[src/rtl/requant_stage_if.sv]
// AXI-stream style handshake bundle shared by the requantizer and its neighbours.
interface axi_stream_if #(
  parameter int W = 32
) ();
  logic         tvalid;
  logic         tready;
  logic         tlast;
  logic [W-1:0] tdata;

  modport axi_in  (input tvalid, input tdata, input tlast, output tready);
  modport axi_out (output tvalid, output tdata, output tlast, input tready);
endinterface

[src/rtl/requant_stage.sv]
// Per-channel requantizer: multiply, round half toward +inf, shift and saturate.
// Three-stage elastic pipeline; each stage loads whenever it is empty or drains.
module requant_stage #(
  parameter int IN_W     = 32,
  parameter int D_W      = 32,
  parameter int MAX_BITS = 22,
  parameter int M_W      = 16,
  parameter int N_CH     = 4
) (
  input  logic                      clk,
  input  logic                      rst,
  axi_stream_if.axi_in              in_A,
  axi_stream_if.axi_out             out_Z,
  input  logic                      cfg_we,
  input  logic [$clog2(N_CH)-1:0]   cfg_addr,
  input  logic signed [M_W-1:0]     cfg_mult,
  input  logic [5:0]                cfg_shift
);

  localparam int AW = $clog2(N_CH);
  localparam int PW = IN_W + M_W;
  localparam int RW = PW + 1;

  // Saturation bounds, held one bit wider than the product so rounding never wraps.
  localparam logic signed [RW-1:0] SAT_HI = {{(RW-MAX_BITS+1){1'b0}}, {(MAX_BITS-1){1'b1}}};
  localparam logic signed [RW-1:0] SAT_LO = {{(RW-MAX_BITS+1){1'b1}}, {(MAX_BITS-1){1'b0}}};

  // Coefficient table
  logic signed [M_W-1:0] mult_tab  [N_CH];
  logic [5:0]            shift_tab [N_CH];
  logic                  cfg_hit;

  assign cfg_hit = 32'(cfg_addr) < N_CH;

  always_ff @(posedge clk) begin
    if (rst) begin
      for (int i = 0; i < N_CH; i++) begin
        mult_tab[i]  <= {{(M_W-1){1'b0}}, 1'b1};
        shift_tab[i] <= 6'd0;
      end
    end else if (cfg_we && cfg_hit) begin
      mult_tab[cfg_addr]  <= cfg_mult;
      shift_tab[cfg_addr] <= cfg_shift;
    end
  end

  // Stage handshakes
  logic s0_valid;
  logic s1_valid;
  logic out_valid;
  logic rdy0;
  logic rdy1;
  logic rdy2;
  logic accept;

  assign rdy2        = out_Z.tready | ~out_valid;
  assign rdy1        = rdy2 | ~s1_valid;
  assign rdy0        = rdy1 | ~s0_valid;
  assign in_A.tready = rdy0;
  assign accept      = in_A.tvalid & rdy0;

  // Channel counter; tlast realigns the next beat to channel 0.
  logic [AW-1:0] ch;

  always_ff @(posedge clk) begin
    if (rst) begin
      ch <= '0;
    end else if (accept) begin
      if (in_A.tlast || ch == AW'(N_CH - 1)) begin
        ch <= '0;
      end else begin
        ch <= ch + AW'(1);
      end
    end
  end

  // S0: capture beat and its coefficients (registered read sees the pre-write value)
  logic signed [IN_W-1:0] s0_data;
  logic                   s0_last;
  logic signed [M_W-1:0]  s0_mult;
  logic [5:0]             s0_shift;

  always_ff @(posedge clk) begin
    if (rst) begin
      s0_valid <= 1'b0;
    end else if (rdy0) begin
      s0_valid <= in_A.tvalid;
    end
  end

  always_ff @(posedge clk) begin
    if (accept) begin
      s0_data  <= in_A.tdata;
      s0_last  <= in_A.tlast;
      s0_mult  <= mult_tab[ch];
      s0_shift <= shift_tab[ch];
    end
  end

  // S1: full-width signed product
  logic signed [PW-1:0] prod_c;
  logic signed [PW-1:0] s1_prod;
  logic                 s1_last;
  logic [5:0]           s1_shift;

  always_comb begin
    prod_c = PW'(s0_data) * PW'(s0_mult);
  end

  always_ff @(posedge clk) begin
    if (rst) begin
      s1_valid <= 1'b0;
    end else if (rdy1) begin
      s1_valid <= s0_valid;
    end
  end

  always_ff @(posedge clk) begin
    if (rdy1 && s0_valid) begin
      s1_prod  <= prod_c;
      s1_last  <= s0_last;
      s1_shift <= s0_shift;
    end
  end

  // S2: round, shift, saturate
  logic signed [RW-1:0] ext_c;
  logic signed [RW-1:0] rnd_c;
  logic signed [RW-1:0] sum_c;
  logic signed [RW-1:0] shr_c;
  logic signed [RW-1:0] sat_c;
  logic [D_W-1:0]       res_c;

  always_comb begin
    ext_c = RW'(s1_prod);
    rnd_c = '0;
    if (s1_shift != 6'd0) begin
      rnd_c[s1_shift - 6'd1] = 1'b1;
    end
    sum_c = ext_c + rnd_c;
    shr_c = sum_c >>> s1_shift;
    if (shr_c > SAT_HI) begin
      sat_c = SAT_HI;
    end else if (shr_c < SAT_LO) begin
      sat_c = SAT_LO;
    end else begin
      sat_c = shr_c;
    end
    res_c = sat_c[D_W-1:0];
  end

  logic [D_W-1:0] out_data;
  logic           out_last;

  always_ff @(posedge clk) begin
    if (rst) begin
      out_valid <= 1'b0;
      out_data  <= '0;
      out_last  <= 1'b0;
    end else if (rdy2) begin
      out_valid <= s1_valid;
      if (s1_valid) begin
        out_data <= res_c;
        out_last <= s1_last;
      end
    end
  end

  assign out_Z.tvalid = out_valid;
  assign out_Z.tdata  = out_data;
  assign out_Z.tlast  = out_last;

endmodule

[src/flat_wrapper.sv]
// flat-port wrapper written by rule: the top's interface ports become plain ports
module requant_stage_flat 
#(
  parameter int IN_W     = 32,
  parameter int D_W      = 32,
  parameter int MAX_BITS = 22,
  parameter int M_W      = 16,
  parameter int N_CH     = 4
)
  (clk, rst, cfg_we, cfg_addr, cfg_mult, cfg_shift, in_A_tvalid, in_A_tdata, in_A_tlast, in_A_tready, out_Z_tvalid, out_Z_tdata, out_Z_tlast, out_Z_tready);
  axi_stream_if in_A_i ();
  axi_stream_if out_Z_i ();
  input  logic clk;
  input  logic rst;
  input  logic cfg_we;
  input  logic [$clog2(N_CH)-1:0] cfg_addr;
  input  logic signed [M_W-1:0] cfg_mult;
  input  logic [5:0] cfg_shift;
  input wire logic [$bits(in_A_i.tvalid)-1:0] in_A_tvalid;
  input wire logic [$bits(in_A_i.tdata)-1:0] in_A_tdata;
  input wire logic [$bits(in_A_i.tlast)-1:0] in_A_tlast;
  output wire logic [$bits(in_A_i.tready)-1:0] in_A_tready;
  output wire logic [$bits(out_Z_i.tvalid)-1:0] out_Z_tvalid;
  output wire logic [$bits(out_Z_i.tdata)-1:0] out_Z_tdata;
  output wire logic [$bits(out_Z_i.tlast)-1:0] out_Z_tlast;
  input wire logic [$bits(out_Z_i.tready)-1:0] out_Z_tready;
  assign in_A_i.tvalid = in_A_tvalid;
  assign in_A_i.tdata = in_A_tdata;
  assign in_A_i.tlast = in_A_tlast;
  assign in_A_tready = in_A_i.tready;
  assign out_Z_tvalid = out_Z_i.tvalid;
  assign out_Z_tdata = out_Z_i.tdata;
  assign out_Z_tlast = out_Z_i.tlast;
  assign out_Z_i.tready = out_Z_tready;
  requant_stage #(.IN_W(IN_W), .D_W(D_W), .MAX_BITS(MAX_BITS), .M_W(M_W), .N_CH(N_CH)) u_core (.clk(clk), .rst(rst), .in_A(in_A_i), .out_Z(out_Z_i), .cfg_we(cfg_we), .cfg_addr(cfg_addr), .cfg_mult(cfg_mult), .cfg_shift(cfg_shift));
endmodule
[config.mk]
export PLATFORM = sky130hd
export DESIGN_NAME = requant_stage_flat
export DESIGN_NICKNAME = d
export VERILOG_FILES = /design/src/rtl/requant_stage_if.sv /design/src/rtl/requant_stage.sv /design/src/flat_wrapper.sv
export SDC_FILE = /design/constraint.sdc
export NUM_CORES = 2
export LEC_CHECK = 0
export CORE_ASPECT_RATIO = 1.5
export CORE_MARGIN = 2
export CORE_UTILIZATION = 62
export DETAILED_ROUTE_END_ITERATION = 7
export HOLD_SLACK_MARGIN = 0.1
export PLACE_DENSITY_LB_ADDON = 0.2
export SLEW_MARGIN = 10
export SYNTH_ARGS = -nofsm -noshare
export SYNTH_HDL_FRONTEND = slang
export SYNTH_SLANG_ARGS = --single-unit
[constraint.sdc]
create_clock -name clk -period 15 [get_ports clk]
set_input_delay 3 -clock clk [delete_from_list [all_inputs] [get_ports clk]]
set_output_delay 3 -clock clk [all_outputs]
set_load 0.1 [all_outputs]
# Word level (Yosys, flattened, before mapping)
# Memories as Yosys holds them, arrays and structs flattened. A register that Yosys moved wholly into a read port is not among the register bits.
# Cells that the tools add are included.
word_totals:
  reg_bits: 126
  ram_bits: 88
  output_inout_bits: 35
  wordCells: 54
  n_memories: 2
memory_table:
  columns: ["memory", "words", "width", "rd", "rd_clocked_by_memory_dff", "write_ports", "line_no", "source"]
  rows:
  - ["u_core.mult_tab", 4, 16, 1, 1, 4, "requant_stage.sv:29", "logic signed [M_W-1:0] mult_tab [N_CH];"]
  - ["u_core.shift_tab", 4, 6, 1, 1, 4, "requant_stage.sv:30", "logic [5:0] shift_tab [N_CH];"]
op_classes:
  n_addsub: 3
  n_mul: 1
  magnitude_cmp: 4
  eq_ne: 1
  n_shift: 1
  n_mux: 17
  bitwise: 7
  reduce_logical: 7
op_table:
  columns: ["operator", "count"]
  rows:
  - ["$mux 32", 2]
  - ["$add 48x49->49", 1]
  - ["$gt 49x22->1 const B", 1]
  - ["$lt 49x22->1 const B", 1]
  - ["$mux 49", 1]
  - ["$sshr 49x6->49", 1]
  - ["$mul 32x16->48", 1]
  - ["$mux 16", 1]
  - ["$reduce_or 16->1", 1]
  - ["$mux 1", 8]
  - ["$lt 6x7->1 const B", 1]
  - ["$demux 1 s6", 1]
  - ["$ge 6x1->1 const B", 1]
  - ["$mux 2", 3]
  - ["$mux 6", 1]
  - ["$reduce_bool 6->1", 1]
  - ["$reduce_or 6->1", 1]
  - ["$sub 6x1->6 const B", 1]
  - ["$not 1->1", 3]
  - ["$or 1x1->1", 3]
  - ["$add 2x1->2 const B", 1]
  - ["$eq 2x2->1 const B", 1]
  - ["$logic_and 1x1->1", 2]
  - ["$reduce_and 2->1", 1]
  - ["2 further kinds", 2]

# Logic depth before layout (Yosys ltp)
depth:
  ltp_word: 11
  ltp_mapped: 34

# Worst setup path after synthesis
# Ideal clock, no wire load.
synth_path:
  path_type: "register to register"
  from: "register u_core.s1_shift[0]"
  to: "register u_core.out_data[10], in the netlist u_core.out_Z.tdata[10]"
  arrival_ps: 7743
  required_ps: 14920
  setup_slack_ps: 7176
  path_stages_with_launch: 31
  path_buffers: 7
  synth_period_minus_slack_ps: 7824
  cell_sequence: "edfxtp_1 -> inv_1 -> buf_1 -> clkbuf_1 -> clkbuf_1 -> buf_1 -> ha_1 -> clkbuf_1 -> nor3_1 -> a21oi_1 -> nor3_1 -> a21oi_1 -> nor2_1 -> ha_1 -> buf_2 -> nand3_1 -> a31oi_1 -> nand4_1 -> or4_4 -> nand3_2 -> o21ai_2 -> o2bb2ai_1 -> or2_1 -> mux4_2 -> a21o_1 -> or4b_1 -> or4b_4 -> o311ai_4 -> buf_4 -> nand3_1 -> a211oi_2"
synth_between:
  elab_chain_cells: 11
  elab_cells_between_ends: 14
  cone_classes: "add/sub: 2; order compare: 4; shift: 1; mux: 5; reduce/logical: 2"
synth_rtl:
  columns: ["item", "line_no", "source"]
  rows:
  - ["start, declared", "requant_stage.sv:104", "logic [5:0] s1_shift;"]
  - ["start signal, assigned", "requant_stage.sv:122", "s1_shift <= s0_shift;"]
  - ["$sub 6x1->6", "requant_stage.sv:138", "rnd_c[s1_shift - 6'd1] = 1'b1;"]
  - ["$lt 6x7->1 (implied by the code) or $ge 6x1->1 (tied branches)", "requant_stage.sv:138", null]
  - ["$logic_and 1x1->1 (implied by the code)", "requant_stage.sv:138", null]
  - ["$mux 1 (implied by the code)", "requant_stage.sv:138", null]
  - ["$demux 1 s6", null, null]
  - ["$mux 49", "requant_stage.sv:137", "if (s1_shift != 6'd0) begin"]
  - ["$add 48x49->49", "requant_stage.sv:140", "sum_c = ext_c + rnd_c;"]
  - ["$sshr 49x6->49 (*)", "requant_stage.sv:141", "shr_c = sum_c >>> s1_shift;"]
  - ["$lt 49x22->1", "requant_stage.sv:144", "end else if (shr_c < SAT_LO) begin"]
  - ["$mux 32", "requant_stage.sv:144", null]
  - ["$mux 32 (*)", "requant_stage.sv:142", "if (shr_c > SAT_HI) begin"]
  - ["end signal, assigned", "requant_stage.sv:163", "out_data <= res_c;"]
  - ["end, declared", "requant_stage.sv:152", "logic [D_W-1:0] out_data;"]
# Mark *: on every way between the ends. The rest lies on a longest branch, timed or not.
# A chain may end at the register's enable or synchronous reset.

# Worst setup path after layout
layout_path:
  from: "register u_core.s1_shift[3]"
  to: "register u_core.out_data[7], in the netlist u_core.out_Z.tdata[7]"
# The elaborated chain is that of the path after synthesis.

==> impl_metrics.py <==
metrics = {
    "outcome": {
        "status": "finished clean",
    },
    "floorplan": {
        "io_pins": 97,
        "dieArea_um2": 56000,
        "rows": 104,
        "start_util_pct": 62.6,
        "core_um2": 53600,
        "die_width_um": 194,
        "die_h_um": 289,
    },
    "routing": {
        "vias": 26639,
        "drc": 0,
        "viasPerCell": 6.29,
        "top_layer_used": "met4",
        "ant_nets": 0,
        "wl_met3_um": 6280,
        "routedWlPerCell_um": 22.9,
        "wl_um": 96900,
        "drt_iter0_drc": 1918,
        "wl_met1_um": 32900,
        "met2_length_um": 51000,
        "dr.pass1.iters": 8,
    },
    "layout": {
        "multi_input_area_um2": 24100,
        "area_growth_pct": 6.37,
        "layout.nets": 4241,
        "drive_gt1_share_pct": 4.91,
        "fillers": 4302,
        "antenna_cells": 0,
        "final_common_cell": "inv_1",
        "layout_common_cells": "inv_1 (519), fa_1 (487), nand2_1 (444)",
        "seqCellArea_um2": 6710,
    },
    "place": {
        "post-dp-hpwl_um": 74800,
        "place_congestion": 1.05,
        "dpl_worst_slack_ns": 6.15,
        "io_buffers": 96,
    },
    "yosys": {
        "synth_seq_cells": 236,
        "synth_cell_type_count": 91,
        "ys_warn_count": 0,
        "syn_area_um2": 33600,
        "ys_seq_area_share_pct": 20.0,
        "syn-num-nets": 4282,
        "synth-async-reset-ratio_pct": 0,
        "synth-edff-count": 198,
        "syn_area_per_cell_um2": 9.40,
        "ys.flop_type": "edfxtp_1",
        "syn-instance-count": 3569,
    },
    "timing": {
        "fin_skew_ns": 0.0204,
        "rsz0062_at_grt": "false",
        "fin_ws_ns": 5.67,
        "hold_violations": 0,
        "slew_headroom_pct": 11.0,
        "fmax_mhz": 107,
        "setup_tns_ns": 0,
        "worst_pin_slew_ns": 1.34,
        "period_share_pct": 62.2,
        "report.final.slew_viol_count": 0,
        "finalCriticalPeriod_ns": 9.33,
        "setup_viol": 0,
    },
    "clock_network": {
        "cts_setup_buffers": 0,
        "post_cts_resized": 0,
        "cts_buffers": 24,
        "cts_tree": "built",
        "cts_sinks": 236,
        "clk_pin_slew_ns": 0.06,
        "clockBufferDepth": 3,
        "ctsHtreeMaxLevel": 1,
        "ctsRootBufferMaster": "clkbuf_16",
        "cts_hold_buffers": 0,
        "clkLatencyLatePin_ns": 0.55,
    },
    "grt": {
        "grt_pass1_wl_um": 152000,
        "antenna_found_initial": 0,
        "grt_start_max_net_pins": 68,
        "grtUsageTotal_pct": 34.8,
        "grt_overflow_total": 0,
        "grt_pass1_vias": 28419,
    },
    "setup_path": {
        "required_ns": 15.45,
        "worstSetupStartpointType": "flip-flop",
        "setup.worst_path.end_class": "flip-flop",
        "worstSetupPathType": "reg -> reg",
        "critPathMaxFanout": 44,
        "arrival_ns": 9.77,
    },
    "hold_path": {
        "hold_class": "reg -> reg",
    },
    "run": {
        "drv_cap": 0,
    },
}
## synth_stat cells, types with 14 or more instances
library cell	count	area, µm²
a31oi_1	25	156
nand4_1	24	150
and3_1	22	138
xor2_1	22	193
a211oi_1	52	390
nand2b_1	48	300
buf_2	23	115
a211oi_2	14	175
nand2_1	444	1670
nor2_1	186	698
xnor2_1	71	622
o21a_1	28	210
edfxtp_1	198	5950
ha_1	164	2050
mux2i_1	71	711
o21bai_1	21	158
nor3_1	29	145
dfxtp_1	38	761
nand3_1	65	325
a21oi_1	135	676
inv_1	521	1960
o21ai_0	75	375
and2_1	278	1740
a21o_1	47	353
clkbuf_1	156	586
o211ai_1	27	203
mux4_2	41	923
buf_1	18	67.6
fa_1	487	9750
## cell type report
class                           instances  share of cell area, %
Clock buffer                           32                   1.83
Clock inverter                         12                  0.347
Inverter                              522                   5.49
Multi-Input combinational cell       2612                   67.6
Sequential cell                       236                   18.8
Tap cell                              689                   2.41
Timing Repair Buffer                  132                   3.53
## worst paths after layout
path | start | endpoint | slack (ns) | cells after the start
hold reg to reg | u_core.s0_shift[0]$_DFFE_PP_ | u_core.s1_shift[0]$_DFFE_PP_ | 0.42 | 0
hold / removal | u_core.s0_shift[0]$_DFFE_PP_ | u_core.s1_shift[0]$_DFFE_PP_ | 0.42 | 0
setup / recovery | u_core.s1_shift[3]$_DFFE_PP_ | u_core.out_Z.tdata[7]$_SDFFE_PP0P_ | 5.67 | 24
setup reg to reg | u_core.s1_shift[3]$_DFFE_PP_ | u_core.out_Z.tdata[7]$_SDFFE_PP0P_ | 5.67 | 24
## metal layers
metal | vias to the layer above | global-route usage (%)
met5 | - | 0
met4 | 0 | 22.2
met3 | 366 | 5.24
met2 | 1263 | 63.6
met1 | 13298 | 37.9
li1 | 11712 | -
## cells by family (layout without fill, tap and decap cells)
kind of cell	Yosys count	count (layout)	synth area share [%]
adder cells (fa/ha/maj)	651	651	35.2
multiplexers	125	125	5.31
AND/OR/NAND/NOR	1173	1173	17.0
XOR/XNOR	93	93	2.43
flip-flops	236	236	20.0
AO/OA/AOI/OAI	570	570	11.9
buffers and inverters	721	698	8.18
## metrics by stage
step           instances  cell area, µm²  hold slack, ns  util (%)
2_1_floorplan       3569           33600           0.400         -
6_report            4235           35700           0.422      66.6
3_3_place_gp        4189           34900           0.404      65.1
5_1_grt             4235           35700           0.425      66.6
4_1_cts             4233           35700           0.421      66.5
3_5_place_dp        4189           34900           0.406      65.1
## critical path, stage by stage, from the launching register on
cell and delay, ns:
edfxtp_1 0.32, buf_4 0.42, inv_1 0.08, buf_4 0.27
nand2_1 0.40, nor2_1 0.12, o21ai_0 0.43, nand3_1 0.40
nor2_1 0.43, ha_1 0.44, a21oi_1 0.27, o21ai_0 0.24
nor2_1 0.35, inv_1 0.16, a211oi_1 0.73, o2111ai_1 0.17
o41ai_1 0.21, o31ai_1 0.21, a32oi_1 0.79, o211ai_1 0.33
or4b_1 0.58, or4b_4 0.54, o311ai_4 0.76, nand3_1 0.23
a211oi_2 0.30
## flip-flops by register name, summed over array words and instances (netlist names), 2 cells and up
signal and flops:
u_core.ch 2, u_core.mult_tab 64, u_core.out_Z.tdata 32, u_core.s0_data 32
u_core.s0_mult 16, u_core.s0_shift 6, u_core.s1_prod 48, u_core.s1_shift 6
u_core.shift_tab 24
Power is left out: the tool's default activity adds up to more than one toggle a clock period on the data nets, which glitch-free logic cannot reach.
